$ cat config.mk
export PLATFORM = sky130hd
export DESIGN_NAME = match_index_scanner
export DESIGN_NICKNAME = d
export VERILOG_FILES = /design/src/rtl/match_index_scanner_pkg.sv /design/src/rtl/match_index_scanner_lsb_encoder.sv /design/src/rtl/match_index_scanner.sv
export SDC_FILE = /design/constraint.sdc
export NUM_CORES = 1
export LEC_CHECK = 0
export ABC_AREA = 1
export CAP_MARGIN = 30
export CORE_MARGIN = 3
export CORE_UTILIZATION = 36
export DETAILED_ROUTE_END_ITERATION = 7
export PLACE_DENSITY_LB_ADDON = 0.3
export SYNTH_ARGS = -nofsm -noshare
export SYNTH_HDL_FRONTEND = slang
export SYNTH_SLANG_ARGS = --single-unit
$ cat constraint.sdc
create_clock -name clk -period 1.27 [get_ports clk]
set_clock_uncertainty 0.15 [all_clocks]
set_input_delay 0.254 -clock clk [delete_from_list [all_inputs] [get_ports clk]]
set_output_delay 0.254 -clock clk [all_outputs]
set_load 0.02 [all_outputs]
$ cat src/rtl/match_index_scanner_pkg.sv
// Shared TCAM constants and the scanner FSM state type.
package tcam_pkg;

    localparam int TCAM_ENTRIES = 16;
    localparam int TCAM_IDX_W   = 4;

    typedef enum logic [1:0] {
        IDLE,
        EMIT,
        NOMATCH
    } state_t;

endpackage

$ cat src/rtl/match_index_scanner_lsb_encoder.sv
// Combinational lowest-set-bit search over a hit vector.
module lowest_set_bit_encoder #(
    parameter int ENTRIES = 16,
    parameter int IDX_W   = 4
) (
    input  logic [ENTRIES-1:0] vector,
    output logic [IDX_W-1:0]   index,
    output logic               any,
    output logic               one_hot_only
);

    always_comb begin
        index = '0;
        // Scan from the top down so the lowest set bit is the last to win.
        for (int unsigned i = 0; i < ENTRIES; i++) begin
            if (vector[ENTRIES-1-i]) begin
                index = IDX_W'(ENTRIES - 1 - i);
            end
        end
        any          = |vector;
        one_hot_only = any && ((vector & (vector - ENTRIES'(1))) == '0);
    end

endmodule

$ cat src/rtl/match_index_scanner.sv
// Turns a TCAM hit vector into a stream of matched indices.
// Define MULTI_HIT_EN to emit every set index; otherwise only the lowest one.
module match_index_scanner
    import tcam_pkg::*;
#(
    parameter int ENTRIES = TCAM_ENTRIES,
    parameter int IDX_W   = TCAM_IDX_W
) (
    input  logic               clk,
    input  logic               reset,
    input  logic [ENTRIES-1:0] hits,
    input  logic               hits_valid,
    output logic               in_ready,
    output logic [IDX_W-1:0]   out_index,
    output logic               out_valid,
    input  logic               out_ready,
    output logic               out_last,
    output logic               no_match
);

    state_t             state;
    logic [ENTRIES-1:0] enc_vec;
    logic [IDX_W-1:0]   enc_index;
    logic               enc_any;
    logic               enc_one_hot;

`ifdef MULTI_HIT_EN
    logic [ENTRIES-1:0] pending;
    logic [ENTRIES-1:0] pending_rest;

    // One encoder serves both acceptance and the next-index lookahead.
    assign pending_rest = pending & (pending - ENTRIES'(1));
    assign enc_vec      = (state == IDLE) ? hits : pending_rest;
`else
    logic unused_one_hot;

    assign enc_vec        = hits;
    assign unused_one_hot = enc_one_hot;
`endif

    lowest_set_bit_encoder #(
        .ENTRIES (ENTRIES),
        .IDX_W   (IDX_W)
    ) u_encoder (
        .vector       (enc_vec),
        .index        (enc_index),
        .any          (enc_any),
        .one_hot_only (enc_one_hot)
    );

    always_ff @(posedge clk) begin
        if (reset) begin
            state     <= IDLE;
            in_ready  <= 1'b1;
            out_valid <= 1'b0;
            out_last  <= 1'b0;
            out_index <= '0;
            no_match  <= 1'b0;
`ifdef MULTI_HIT_EN
            pending   <= '0;
`endif
        end else begin
            case (state)
                IDLE: begin
                    if (hits_valid) begin
                        in_ready <= 1'b0;
                        if (enc_any) begin
                            state     <= EMIT;
                            out_valid <= 1'b1;
                            out_index <= enc_index;
`ifdef MULTI_HIT_EN
                            out_last  <= enc_one_hot;
                            pending   <= hits;
`else
                            out_last  <= 1'b1;
`endif
                        end else begin
                            state    <= NOMATCH;
                            no_match <= 1'b1;
                        end
                    end
                end
                EMIT: begin
                    if (out_ready) begin
`ifdef MULTI_HIT_EN
                        if (out_last) begin
                            state     <= IDLE;
                            in_ready  <= 1'b1;
                            out_valid <= 1'b0;
                            out_last  <= 1'b0;
                            out_index <= '0;
                            pending   <= '0;
                        end else begin
                            pending   <= pending_rest;
                            out_index <= enc_index;
                            out_last  <= enc_one_hot;
                        end
`else
                        state     <= IDLE;
                        in_ready  <= 1'b1;
                        out_valid <= 1'b0;
                        out_last  <= 1'b0;
                        out_index <= '0;
`endif
                    end
                end
                NOMATCH: begin
                    state    <= IDLE;
                    in_ready <= 1'b1;
                    no_match <= 1'b0;
                end
                default: begin
                    state     <= IDLE;
                    in_ready  <= 1'b1;
                    out_valid <= 1'b0;
                    out_last  <= 1'b0;
                    out_index <= '0;
                    no_match  <= 1'b0;
                end
            endcase
        end
    end

endmodule

==> results.json <==
{
  "status": "finished with violations",
  "violations": "setup timing",
  "drc": 0,
  "clock_latency_ps": 260,
  "rr_worst_depth": 8,
  "fin_nets": 183,
  "async_reset_ff_share_pct": 0,
  "synth.most_common_cell": "nand2_1",
  "synth_cells": 92,
  "synthesis.area_sq_um": 623.1,
  "arrival_ps": 1460,
  "period_share_pct": 112.2,
  "avgViaCountPerCell": 4.860,
  "core_sq_um": 1559,
  "drtPass1Iterations": 4,
  "timing.critical_path.mode_cell": "inv_2",
  "cts_tree": "done",
  "ys_ff_latch": 9,
  "dieWidth_um": 47.61,
  "p_per_area_nw_per_um2": 723.8,
  "clock.fmax_ghz": 0.7017,
  "gp_congestion": 0.7427,
  "grt_max_degree": 7,
  "end_kind": "flip-flop",
  "dp_hpwl_um": 1301,
  "cts_root_buffer": "clkbuf_4",
  "p_leak_nw": 0.6506,
  "crit_fanout": 4,
  "yosys-top-cells-area": "dfxtp_1 (29%), nand2_1 (16%), inv_1 (8.4%)",
  "hold_viol_final": 0,
  "grt_pass1_vias": 846,
  "grt_pass1_wl_um": 3443,
  "period_needed_ps": 1425,
  "crit_slowest_cell": "dfxtp_2",
  "wl_um": 2319,
  "rsz0062_at_grt": "yes",
  "crit_path_start_kind": "flip-flop",
  "synth_area_per_cell_sq_um": 6.773,
  "total_power_mw": 0.9146,
  "ant_nets": 0,
  "critPathMaxStageDelay_ps": 350,
  "io_buffer_count": 27,
  "numClockSinks": 9,
  "synth_xor_area_share_pct": 0,
  "slew_viol_final": 0,
  "maxCapViolCount": 0,
  "hp-class": "input port to flip-flop",
  "path_class": "flip-flop to flip-flop",
  "fin_ws_ps": -155.0,
  "synth-edff-count": 0,
  "yosysSeqAreaShare_pct": 28.92,
  "yosys.area_share.simple_pct": 40.16,
  "fillers": 94,
  "crit_path_end": "out_index[2]",
  "holdWs_ps": 208.3,
  "synth.distinct_cells": 25,
  "final_layout_size_suffix_gt1_share_pct": 66.67,
  "numCtsBuffers": 3,
  "rows": 14,
  "synth_fp_nets": 112,
  "yosys.area.top_type_share_pct": 28.92,
  "grt_use_total_pct": 22.00,
  "utilization_pct": 81.06,
  "vdd.ir_drop.worst_v": 0.0007906,
  "path_cells": "inv_2 -> nand3b_1 -> nand2_2 -> a21oi_4 -> nand2_4 -> inv_2 -> o2111ai_2 -> a21oi_2",
  "grt_overflow": 0,
  "yosys.area.top_type": "dfxtp_1",
  "antenna_cells": 0,
  "r2r-end": "out_index[2]",
  "antenna_found_initial": 0,
  "ff2ff_setup_slack_ps": -160,
  "setup_viol": 8,
  "wire_per_inst_um": 13.03,
  "synth_fa_ha_area_share_pct": 0,
  "yosys-top-cells-count": "nand2_1 (27), inv_1 (14), dfxtp_1 (9), a21oi_1 (6)",
  "synth-compound-area-share_pct": 16.06,
  "finalSetupTns_ps": -819.9,
  "critPathLaunch": "state[1]",
  "start_util_pct": 39.97,
  "synth_warnings": 0,
  "area_growth_pct": 102.8,
  "dr_total_vias": 865,
  "ioPinCount": 28,
  "relSlewSlack_pct": 83.21,
  "die_area_sq_um": 2266,
  "clk_pin_slew_ps": 70,
  "synth_top_family_by_area": "simple AND/OR/NAND/NOR gates",
  "muxShareOfSynthArea_pct": 0,
  "fp.dieH_um": 47.61,
  "tightest_slew_ps": 247.9,
  "r2r_start": "state[1]",
  "clockBufferDepth": 2,
  "synth_flop_cell": "dfxtp_1",
  "required_ps": 1310,
  "drtIter0Drc": 15,
  "h-tree-depth": 1
}
[metrics by stage]
stage,cell area (sq um),cells,worst slack [ps]
floorplan,634.4,92,-17.30
global placement,1047,151,-618.1
detailed placement,1047,151,-654.8
CTS,1240,176,-104.9
global route,1264,178,-213.4
finish,1264,178,-155.0
[worst min path at each step]
stage,start,endpoint,slack (ps),cells after the start
floorplan,hits[0],out_index[0],280,3
global placement,out_index[0],out_index[0],310,2
detailed placement,out_index[1],out_index[1],310,2
CTS,hits[6],out_index[3],200,6
global route,hits[0],out_index[0],210,5
finish,hits[0],out_index[0],210,5
[logic make-up (layout without fill, tap and decap cells)]
| family | count (synthesis) | after routing |
|---|---|---|
| and+or+nand+nor | 47 | 47 |
| AOI/OAI and AO/OA | 13 | 13 |
| DFF | 9 | 9 |
| buffers and inverters | 23 | 93 |
[worst max-delay path, delay by kind of cell (launching register included)]
kind	cells	cell delay (ps)
AOI/OAI and AO/OA	3	420
DFF	1	350
buffers and inverters	2	110
and+or+nand+nor	3	320
[state kept, by name, indices dropped and copies added, names as in the netlist]
name	count
out_index	4
out_last	1
state	2
in_ready	1
no_match	1
[power by group]
group | leakage, nW | internal [mW] | switching [mW]
clock network | 0.0150 | 0.121 | 0.104
logic | 0.561 | 0.195 | 0.185
registers | 0.0743 | 0.299 | 0.0106
total | 0.651 | 0.615 | 0.300
[layer usage]
layer	vias to the layer above	track usage [%]	share of wire [%]
li1	424	-	-
met1	402	22.80	40
met2	29	42.78	53
met3	10	4.135	4.9
met4	0	8.602	2.8
met5	-	0	0
[placed cells by master, fill, tap and decap left out, types with 5 or more instances in the layout]
master	instances
nor2_4	6
nand2_1	23
dfxtp_1	7
inv_2	11
buf_4	39
nand2_2	6
buf_6	8
inv_1	8
buf_2	16
a21oi_2	5
[layout make-up]
cell class	count	area, sq um	area share [%]
Tap cell	16	20.02	1.584
Clock buffer	4	26.28	2.079
Sequential cell	9	182.7	14.46
Inverter	21	91.34	7.228
Timing Repair Buffer	68	520.5	41.19
Multi-Input combinational cell	60	422.9	33.47
[repair_timing]
| action | in CTS | in global routing |
|---|---|---|
| pin swaps | 21 | 16 |
| setup buffers | 21 | 2 |
| endpoints found under the setup margin | 16 | 14 |
| hold buffers | 0 | 0 |
| resized for setup | 115 | 18 |
Power figures use the tool's default switching activity.
